<file path="src/rtl/ahb_master_xfer.sv">
// AHB-Lite bus master transfer engine.
// Takes one command (start address, direction, beat count) and issues a
// pipelined SINGLE or INCR burst of 32-bit words. Honours wait states and the
// two-cycle non-OKAY response, and reports completion with a done/err pulse.
module ahb_master_xfer #(
  parameter int LEN_W = 8
) (
  input  logic             hclk,
  input  logic             hreset,
  // command side
  input  logic             cmd_valid,
  output logic             cmd_ready,
  input  logic [31:0]      cmd_addr,
  input  logic             cmd_write,
  input  logic [LEN_W-1:0] cmd_len,
  // local data side
  input  logic [31:0]      wr_data,
  output logic             wr_ready,
  output logic [31:0]      rd_data,
  output logic             rd_valid,
  output logic             done,
  output logic             err,
  output logic [1:0]       err_resp,
  // AHB-Lite master side
  output logic [31:0]      haddr,
  output logic [1:0]       htrans,
  output logic             hwrite,
  output logic [2:0]       hsize,
  output logic [2:0]       hburst,
  output logic [31:0]      hwdata,
  input  logic [31:0]      hrdata,
  input  logic             hready,
  input  logic [1:0]       hresp
);

  localparam logic [1:0]   TR_IDLE   = 2'b00;
  localparam logic [1:0]   TR_NONSEQ = 2'b10;
  localparam logic [1:0]   TR_SEQ    = 2'b11;
  localparam logic [1:0]   RESP_OKAY = 2'b00;
  localparam logic [2:0]   BURST_SINGLE = 3'b000;
  localparam logic [2:0]   BURST_INCR   = 3'b001;
  localparam logic [2:0]   SIZE_WORD    = 3'b010;
  localparam logic [LEN_W:0] CNT_ONE  = {{LEN_W{1'b0}}, 1'b1};
  localparam logic [LEN_W:0] CNT_ZERO = '0;

  typedef enum logic [1:0] {
    S_IDLE = 2'b00,
    S_BUS  = 2'b01,
    S_ERR2 = 2'b10
  } state_t;

  state_t state, state_nxt;

  // Beat bookkeeping: addresses still to issue, data phases still to finish.
  logic [LEN_W:0] addr_left, addr_left_nxt;
  logic [LEN_W:0] data_left, data_left_nxt;

  // Data-phase tracking: stage p0 is the address phase on the bus, stage p1
  // is the data phase that follows an accepted address phase.
  logic           vld_p1, vld_p1_nxt;
  logic           wr_p1, wr_p1_nxt;

  // hresp value seen in the first cycle of a non-OKAY response.
  logic [1:0]     resp_cap, resp_cap_nxt;

  logic [31:0]    haddr_nxt;
  logic [1:0]     htrans_nxt;
  logic           hwrite_nxt;
  logic [2:0]     hburst_nxt;
  logic [31:0]    hwdata_nxt;
  logic [31:0]    rd_data_nxt;
  logic           rd_valid_nxt;
  logic           done_nxt;
  logic           err_nxt;
  logic [1:0]     err_resp_nxt;

  logic           data_bad;
  logic           data_ok;
  logic           addr_acc;
  logic [31:0]    addr_inc;

  assign cmd_ready = (state == S_IDLE);
  assign hsize     = SIZE_WORD;

  // A data phase ending with anything but OKAY, in either response cycle.
  assign data_bad = (state == S_BUS) && vld_p1 && (hresp != RESP_OKAY);
  assign data_ok  = (state == S_BUS) && vld_p1 && hready && (hresp == RESP_OKAY);

  // An address phase is taken by the slave when hready is high, unless the
  // concurrent data phase is failing: that address is dropped, not issued.
  assign addr_acc = (state == S_BUS) && (htrans != TR_IDLE) && hready && !data_bad;

  assign wr_ready = addr_acc && hwrite;
  assign addr_inc = haddr + 32'd4;

  // State register.
  always_ff @(posedge hclk or posedge hreset) begin
    if (hreset) begin
      state <= S_IDLE;
    end else begin
      state <= state_nxt;
    end
  end

  // Next-state and next-value logic for the whole engine.
  always_comb begin
    state_nxt     = state;
    addr_left_nxt = addr_left;
    data_left_nxt = data_left;
    vld_p1_nxt    = vld_p1;
    wr_p1_nxt     = wr_p1;
    resp_cap_nxt  = resp_cap;
    haddr_nxt     = haddr;
    htrans_nxt    = htrans;
    hwrite_nxt    = hwrite;
    hburst_nxt    = hburst;
    hwdata_nxt    = hwdata;
    rd_data_nxt   = rd_data;
    rd_valid_nxt  = 1'b0;
    done_nxt      = 1'b0;
    err_nxt       = 1'b0;
    err_resp_nxt  = RESP_OKAY;

    case (state)
      S_IDLE: begin
        vld_p1_nxt = 1'b0;
        if (cmd_valid) begin
          state_nxt     = S_BUS;
          htrans_nxt    = TR_NONSEQ;
          haddr_nxt     = cmd_addr & 32'hFFFF_FFFC;
          hwrite_nxt    = cmd_write;
          hburst_nxt    = (cmd_len == '0) ? BURST_SINGLE : BURST_INCR;
          addr_left_nxt = {1'b0, cmd_len} + CNT_ONE;
          data_left_nxt = {1'b0, cmd_len} + CNT_ONE;
        end
      end

      S_BUS: begin
        if (data_bad) begin
          // Non-OKAY: stop issuing; any pending address phase is abandoned.
          htrans_nxt    = TR_IDLE;
          vld_p1_nxt    = 1'b0;
          addr_left_nxt = CNT_ZERO;
          if (hready) begin
            // Slave skipped the first response cycle; finish right away.
            state_nxt    = S_IDLE;
            done_nxt     = 1'b1;
            err_nxt      = 1'b1;
            err_resp_nxt = hresp;
          end else begin
            state_nxt    = S_ERR2;
            resp_cap_nxt = hresp;
          end
        end else if (hready) begin
          // Address phase (p0) advance.
          if (addr_acc) begin
            addr_left_nxt = addr_left - CNT_ONE;
            if (hwrite) begin
              hwdata_nxt = wr_data;
            end
            if (addr_left > CNT_ONE) begin
              haddr_nxt  = addr_inc;
              htrans_nxt = (addr_inc[9:0] == 10'd0) ? TR_NONSEQ : TR_SEQ;
            end else begin
              htrans_nxt = TR_IDLE;
            end
          end
          vld_p1_nxt = addr_acc;
          wr_p1_nxt  = hwrite;

          // Data phase (p1) completion.
          if (data_ok) begin
            data_left_nxt = data_left - CNT_ONE;
            if (!wr_p1) begin
              rd_data_nxt  = hrdata;
              rd_valid_nxt = 1'b1;
            end
            if (data_left == CNT_ONE) begin
              state_nxt = S_IDLE;
              done_nxt  = 1'b1;
            end
          end
        end
      end

      S_ERR2: begin
        htrans_nxt = TR_IDLE;
        if (hready) begin
          state_nxt    = S_IDLE;
          done_nxt     = 1'b1;
          err_nxt      = 1'b1;
          err_resp_nxt = resp_cap;
        end
      end

      default: begin
        state_nxt  = S_IDLE;
        htrans_nxt = TR_IDLE;
        vld_p1_nxt = 1'b0;
      end
    endcase
  end

  // Registered bus, status and bookkeeping outputs.
  always_ff @(posedge hclk or posedge hreset) begin
    if (hreset) begin
      addr_left <= '0;
      data_left <= '0;
      vld_p1    <= 1'b0;
      wr_p1     <= 1'b0;
      resp_cap  <= RESP_OKAY;
      haddr     <= '0;
      htrans    <= TR_IDLE;
      hwrite    <= 1'b0;
      hburst    <= BURST_SINGLE;
      hwdata    <= '0;
      rd_data   <= '0;
      rd_valid  <= 1'b0;
      done      <= 1'b0;
      err       <= 1'b0;
      err_resp  <= RESP_OKAY;
    end else begin
      addr_left <= addr_left_nxt;
      data_left <= data_left_nxt;
      vld_p1    <= vld_p1_nxt;
      wr_p1     <= wr_p1_nxt;
      resp_cap  <= resp_cap_nxt;
      haddr     <= haddr_nxt;
      htrans    <= htrans_nxt;
      hwrite    <= hwrite_nxt;
      hburst    <= hburst_nxt;
      hwdata    <= hwdata_nxt;
      rd_data   <= rd_data_nxt;
      rd_valid  <= rd_valid_nxt;
      done      <= done_nxt;
      err       <= err_nxt;
      err_resp  <= err_resp_nxt;
    end
  end

endmodule

</file>
<file path="config.mk">
export PLATFORM = sky130hd
export DESIGN_NAME = ahb_master_xfer
export DESIGN_NICKNAME = d
export VERILOG_FILES = /design/src/rtl/ahb_master_xfer.sv
export SDC_FILE = /design/constraint.sdc
export NUM_CORES = 1
export LEC_CHECK = 0
export CELL_PAD_IN_SITES_DETAIL_PLACEMENT = 0
export CELL_PAD_IN_SITES_GLOBAL_PLACEMENT = 1
export CORE_ASPECT_RATIO = 2
export CORE_MARGIN = 2
export CORE_UTILIZATION = 36
export DETAILED_ROUTE_END_ITERATION = 8
export HOLD_SLACK_MARGIN = 0.12
export PLACE_DENSITY = 0.92
export SETUP_SLACK_MARGIN = 0.15
export SYNTH_ARGS = -nofsm -noshare
export SYNTH_HDL_FRONTEND = slang
export SYNTH_SLANG_ARGS = --single-unit
</file>
<file path="constraint.sdc">
create_clock -name hclk -period 11.99 [get_ports hclk]
set_clock_uncertainty 0.15 [all_clocks]
set_input_delay 1.199 -clock hclk [delete_from_list [all_inputs] [get_ports hclk]]
set_output_delay 1.199 -clock hclk [all_outputs]
set_load 0.05 [all_outputs]
</file>
# Yosys cells after proc, flatten, opt, wreduce, memory -nomap -nowiden
# Index checks and enable logic that the tools add are counted.
# classes
add_sub_neg	4
magnitude_cmp	1
n_eq_ne	14
muxes	51
bitwise	4
n_reduce_logical	27
# op_table
cell	n
32-bit 2-to-1 mux	5
32-bit case mux with 2 select lines	1
9-bit 2-to-1 mux	7
9-bit case mux with 2 select lines	2
32-bit by 3-bit adder with 32-bit output (second input constant)	1
2-bit 2-to-1 mux	15
5-bit AND reduction	4
9-bit by 1-bit subtractor with 9-bit output (second input constant)	2
1-bit 2-to-1 mux	15
2-bit != test (second input constant)	6
10-bit logical NOT	1
8-bit by 1-bit adder with 9-bit output (second input constant)	1
9-bit by 1-bit == test with 1-bit output (second input constant)	1
9-bit by 1-bit greater-than comparator with 1-bit output (second input constant)	1
3-bit != test (second input constant)	3
3-bit AND reduction	3
1-bit logical AND	8
8-bit logical NOT	1
2-bit case mux with 2 select lines	2
1-bit case mux with 2 select lines	3
2-bit case mux with 3 select lines	1
6-bit AND reduction	1
2-bit nonzero test	3
2-bit logical NOT	2
8 further kinds	12
# totals
register_bits	131
input_bits	111
output_inout_bits	112
wordCells	117

# Depth between registers and ports, before layout
# Gate-level depths: netlist (run 1).
# logic_depth
depth_word	9
depth_mapped	9
depth_no_buf	7

# Least setup slack after synthesis (run 1)
# No wires, ideal clock.
# synth_path
path_kind	input port to output port
startpoint	input port hresp[1]
endpoint	output port wr_ready
arrival_ns	2.550
t_required_ns	10.641
setup_slack_ns	8.091
path_stages	6
n_path_buf	2
path_cell_list	o21ai_0 -> and2_1 -> buf_2 -> nand3_1 -> buf_2 -> inv_1
# synth_via
elab_chain_cells	5
# synth_rtl
item	line	source
from (decl)	33	input logic [1:0] hresp
2-bit nonzero test	86	assign data_bad = (state == S_BUS) && vld_p1 && (hresp != RESP_OKAY);
1-bit logical AND	86	
1-bit logical NOT	91	assign addr_acc = (state == S_BUS) && (htrans != TR_IDLE) && hready && !data_bad;
1-bit logical AND	91	
1-bit logical AND	93	assign wr_ready = addr_acc && hwrite;
to (decl)	18	output logic wr_ready,
# Every way passes these cells.

# Final worst setup path (run 1)
# Ends and elaborated chain as after synthesis.

==> results.cfg, run 1 <==
[pwr]
total_leakage_power_nw = 3.97
clk_pwr_share = 0.199
vdd_ir_drop_max_uv = 189
power.internal_mw = 1.43
power.total_mw = 2.68
sequentialPowerShare = 0.283
power.combinational.fraction = 0.518
switching_share = 0.468
power.switching_mw = 1.25
pwr_density_cell_mw_per_mm2 = 289

[die]
initial_core_util = 0.369
die-width_um = 98.1
ioPinCount = 223
num_rows = 68
die_area_sq_mm = 0.0189
core-area_sq_mm = 0.0173
floorplan.die.height_um = 192

[synthesis]
dominantRegCellSynth = sky130_fd_sc_hd__dfrtp_1
syn_avg_cell_area_sq_um = 9.55
ys_async_sr_fraction = 1.00
post_synth_main_area_contributors = sky130_fd_sc_hd__dfrtp_1, sky130_fd_sc_hd__nand2_1, sky130_fd_sc_hd__mux2_2
synthDistinctLibCells = 67
yosys-top-cells-count = sky130_fd_sc_hd__nand2_1, sky130_fd_sc_hd__dfrtp_1, sky130_fd_sc_hd__o21ai_0
ys_seq_elements = 127
synth.most_common_cell = sky130_fd_sc_hd__nand2_1
synth-edff-count = 0
synth-seq-area-share = 0.498
total_of_warnings_raised_by_yosys = 0
synth_area_sq_mm = 0.00638
synthCells = 668
synth.largest_area_cell = sky130_fd_sc_hd__dfrtp_1
yosys.area.top_type_share = 0.498

[global_route]
grtUsageTotal = 0.200
via_count_of_the_first_global_routing_pass = 5945
antenna_found_initial = 0
grt_first_pass_wirelength_um = 30100
overflow = 0
grt_start_max_net_pins = 81

[outcome]
outcome = finished clean

[timing]
timing.final.ws_setup_ns = 6.75
period_minus_slack_ns = 5.24
fmaxAchievable_mhz = 191
setup_tns_ns = 0
max_slew.worst_pin.slew_ns = 1.06
setup-violations-final = 0
maxSlewViolCount = 0
final_min_period_over_clock_period = 0.437
hold_viol_final = 0
maxSlewHeadroom = 0.292
grt_setup_unrepaired = no

[setup_path]
cp_top_family = buffers and inverters
worstSetupPathDepth = 7
worstSetupStartpointType = input port
crit_path_end_kind = output pin
ordered_list_of_cells_on_the_worst_path = clkdlybuf4s50_1 -> o21ai_0 -> and2_1 -> nand3_1 -> buf_4 -> inv_1 -> clkdlybuf4s50_1
crit_path_top_delay_cell = sky130_fd_sc_hd__clkdlybuf4s50_1
critical_path.n_buffers_inverters = 4
required_time_of_the_worst_setup_path_ns = 10.64
critPathMostFrequentCell = sky130_fd_sc_hd__clkdlybuf4s50_1
critical_path_peak_fanout = 33
r2r.worst_path.cells = 9
worstSetupPathType = input port to output pin
crit_arrival_ns = 3.89
delay_of_the_slowest_cell_on_the_worst_path_ns = 0.80

[layout]
drive_above_1_share = 0.0989
finish.net_count = 998
final.fill_count = 1606
area_growth_pct = 45.7
antenna_cells = 0

[cts]
cts_hold_buffers = 0
clock_sink_count = 127
cts_root_buf = sky130_fd_sc_hd__clkbuf_16
post_cts.repair.setup_buffers = 0
cts_max_level = 4
cts_inserted_buffers = 17
total_of_cells_resized_after_clock_tree_synthesis = 0
clk_path_buf_depth = 2
clock_insertion_delay_worst_skew_ns = 0.42
clkTransAtPathRegs_ns = 0.06
tritoncts = done

[drt]
detail_route.drc_violations = 0
route.vias.total = 5854
drt_first_pass_iters = 5
initialDrtViolationCount = 259
vias_per_cell = 5.32
wl_um = 18800
wire_per_inst_um = 17.1
ant_nets = 0

[place]
hpwlAfterDp_um = 13600
gp_congestion = 0.809
placement.io_buffers = 213
preCtsSetupSlack_ns = 6.76

[flow_run]
drv_cap = 0

[min_path]
hold_path_class = flip-flop to flip-flop
min_delay_path_depth = 2
## power by group through the flow
stage	combinational (mW)	sequential, mW	clock, mW
2_1_floorplan	0.495	1.19	0
3_3_place_gp	1.37	0.758	0
3_5_place_dp	1.39	0.766	0
4_1_cts	1.40	0.760	0.547
5_1_grt	1.48	0.787	0.565
6_report	1.39	0.760	0.534
## layout make-up
class | count | area, sq um | share of cell area
Timing Repair Buffer | 219 | 2180 | 0.234
Sequential cell | 127 | 3180 | 0.342
Clock buffer | 17 | 425 | 0.0458
Clock inverter | 15 | 185 | 0.0199
Tap cell | 210 | 263 | 0.0283
Multi-Input combinational cell | 487 | 2970 | 0.319
Inverter | 25 | 96.3 | 0.0104
## final timing paths
check	startpoint	to	slack, ns
setup reg to reg	state[1]	addr_left[3]	8.88
hold / removal	rd_data[27]	rd_data[27]	0.32
max in group asynchronous	hreset	data_left[7]	9.13
hold reg to reg	rd_data[27]	rd_data[27]	0.32
setup / recovery	hresp[1]	wr_ready	6.75
min in group asynchronous	hreset	vld_p1	1.07
## state kept, by name (all words and copies together) (netlist names)
| name | flops |
|---|---|
| hburst | 1 |
| hwdata | 32 |
| addr_left | 9 |
| err | 1 |
| resp_cap | 2 |
| data_left | 9 |
| err_resp | 2 |
| state | 2 |
| done | 1 |
| rd_data | 32 |
| hwrite | 1 |
| rd_valid | 1 |
| htrans | 2 |
| haddr | 30 |
| vld_p1 | 1 |
| wr_p1 | 1 |
## worst reg2reg max path, cell delays in order (launching register included)
cell and delay [ns]:
sky130_fd_sc_hd__dfrtp_1 0.39, sky130_fd_sc_hd__inv_1 0.10, sky130_fd_sc_hd__ha_2 0.18, sky130_fd_sc_hd__buf_4 0.49
sky130_fd_sc_hd__inv_1 0.23, sky130_fd_sc_hd__buf_4 0.27, sky130_fd_sc_hd__o21a_1 0.26, sky130_fd_sc_hd__a21oi_1 0.53
sky130_fd_sc_hd__o21ai_0 0.19, sky130_fd_sc_hd__a22o_1 0.22
## per-layer routing
layer / wire length (um) / global-route usage / up-vias
li1: - / - / 2798
met2: 10500 / 0.380 / 207
met1: 6830 / 0.211 / 2808
met4: 668 / 0.101 / 0
met3: 840 / 0.0291 / 41
met5: 0 / 0 / -
## cell families (layout without fill, tap and decap cells)
family / count (synthesis) / count (layout) / synth area share
and+or+nand+nor: 279 / 279 / 0.211
AOI/OAI and AO/OA: 146 / 146 / 0.152
DFF: 127 / 127 / 0.498
buffers and inverters: 59 / 276 / 0.0398
muxes: 42 / 42 / 0.0734
adders and majority gates: 10 / 10 / 0.0196
xor gates and xnor gates: 3 / 3 / 0.00412
other: 2 / 7 / 0.00118
## stage by stage
step                      std cells  area (sq um)   util  hold slack [ns]
after CTS                      1100          9290  0.538            0.326
after global routing           1100          9290  0.538            0.347
after detailed placement       1068          8680  0.503            0.311
final                          1100          9290  0.538            0.321
after floorplan                 673          6390      -            0.294
after global placement         1068          8680  0.503            0.306
## cell usage in the layout, fill, tap and decap left out, drive strengths merged, types with 20 or more instances in the layout
master,netlist,routed
nor3,20,20
o21ai,48,48
nand3,26,26
nor2,31,31
mux2,38,38
dfrtp,127,127
clkdlybuf4s50,0,213
a21oi,21,21
nand2,141,141
inv,25,29
(Power assumes the default switching activity.)
==> run 2, diff against run 1 <==
CORE_UTILIZATION = 30   (was 36)
PLACE_DENSITY = 0.83   (was 0.92)
clock period = 4.5 ns   (was 11.99 ns; I/O delays follow)
==> run 2 against run 1 <==
Net effect: utilization is 8.9 points lower; combinational power grew to 2.7 times the previous value; final cell count is 5.4% higher; sequential power grew to 2.7 times the previous value; die area is 19% higher.
==> results.cfg, run 2 (synthesized netlist as in run 1, its figures left out) <==
[drt]
wl_um = 19600
drt_first_pass_iters = 7
ant_nets = 0
vias_per_cell = 5.00
initialDrtViolationCount = 255
route.vias.total = 5793
detail_route.drc_violations = 0
wire_per_inst_um = 16.9

[timing]
period_minus_slack_ns = 3.13
fmaxAchievable_mhz = 320
final_min_period_over_clock_period = 0.695
setup_tns_ns = 0
timing.final.ws_setup_ns = 1.37
maxSlewHeadroom = 0.316
hold_viol_final = 0
maxSlewViolCount = 0
max_slew.worst_pin.slew_ns = 1.02
setup-violations-final = 0
grt_setup_unrepaired = no

[die]
num_rows = 75
die-width_um = 107
core-area_sq_mm = 0.0209
die_area_sq_mm = 0.0225
floorplan.die.height_um = 210
initial_core_util = 0.305
ioPinCount = 223

[setup_path]
worstSetupStartpointType = flip-flop
crit_arrival_ns = 2.53
required_time_of_the_worst_setup_path_ns = 3.90
crit_path_end_kind = output pin
worstSetupPathType = flip-flop to output pin
r2r.worst_path.cells = 8
critical_path_peak_fanout = 33

[layout]
top_regs = hwdata x32, rd_data x32, haddr x30
layout_commonest_cell = sky130_fd_sc_hd__clkdlybuf4s50_1
final.fill_count = 2006
final_cell_mix = sky130_fd_sc_hd__clkdlybuf4s50_1, sky130_fd_sc_hd__nand2_1, sky130_fd_sc_hd__dfrtp_1, sky130_fd_sc_hd__o21ai_0, sky130_fd_sc_hd__mux2_2
finish.net_count = 999
area.sequential_sq_mm = 0.00318
area_growth_pct = 47.5
antenna_cells = 0
postLayoutCoreUtil = 0.449
footprint_of_the_multi_input_gates_sq_mm = 0.00297
drive_above_1_share = 0.0989

[cts]
cts_max_level = 4
cts_inserted_buffers = 17
clock_insertion_delay_worst_skew_ns = 0.43
tritoncts = done
cts_root_buf = sky130_fd_sc_hd__clkbuf_16
clkTransAtPathRegs_ns = 0.05
clock_sink_count = 127
total_of_cells_resized_after_clock_tree_synthesis = 0
cts_hold_buffers = 0
post_cts.repair.setup_buffers = 0
clk_path_buf_depth = 2

[global_route]
via_count_of_the_first_global_routing_pass = 5864
grt_first_pass_wirelength_um = 31100
antenna_found_initial = 0
grtUsageTotal = 0.177
overflow = 0
grt_start_max_net_pins = 67

[outcome]
outcome = finished clean

[min_path]
min_delay_path_depth = 2
hold_path_class = flip-flop to flip-flop

[flow_run]
drv_cap = 0

[place]
placement.io_buffers = 213
gp_congestion = 0.833
preCtsSetupSlack_ns = 1.35
hpwlAfterDp_um = 14500

[pwr]
power.total_mw = 7.20
total_leakage_power_nw = 3.99
vdd_ir_drop_max_uv = 392
pwr_density_cell_mw_per_mm2 = 766
## run 2: worst max-delay path: stages (launching register included)
cell and delay [ns]:
sky130_fd_sc_hd__dfrtp_1 0.38, sky130_fd_sc_hd__inv_1 0.11, sky130_fd_sc_hd__ha_2 0.50, sky130_fd_sc_hd__and2_1 0.41, sky130_fd_sc_hd__nand3_1 0.12, sky130_fd_sc_hd__buf_4 0.27, sky130_fd_sc_hd__inv_1 0.16, sky130_fd_sc_hd__buf_12 0.15
## run 2: cell type report
class | instances | area share
repair buffers | 220 | 0.235
inverters | 25 | 0.0102
clock buffers | 20 | 0.0486
flip-flops and latches | 127 | 0.338
well taps | 269 | 0.0358
multi-input cells | 487 | 0.315
clock inverters | 11 | 0.0174
## run 2: per-layer routing
layer | vias up | GRT usage | routed length [um]
met5 | - | 0 | 0
met4 | 0 | 0.0891 | 537
met3 | 28 | 0.0340 | 1000
met2 | 195 | 0.331 | 11000
met1 | 2773 | 0.183 | 7010
li1 | 2797 | - | -
## run 2: per-stage QoR
| step | hold WS [ns] | instance area, sq um | cells |
|---|---|---|---|
| detailed placement | 0.311 | 8780 | 1128 |
| finish | 0.322 | 9400 | 1159 |
| CTS | 0.324 | 9400 | 1159 |
| global route | 0.342 | 9400 | 1159 |
| global placement | 0.307 | 8780 | 1128 |
| floorplan | 0.294 | 6390 | 673 |
## run 2: final timing paths
check / start / end / slack, ns
min in group asynchronous: hreset / rd_data[2] / 0.42
max reg2reg: state[1] / rd_data[0] / 1.56
max in group asynchronous: hreset / addr_left[6] / 2.93
max: state[1] / wr_ready / 1.37
min reg2reg: rd_data[3] / rd_data[3] / 0.32
min: rd_data[3] / rd_data[3] / 0.32
## run 2: power breakdown
part | internal, mW | switching, mW
Combinational | 1.34 | 2.38
Sequential | 1.60 | 0.435
Clock | 0.949 | 0.502
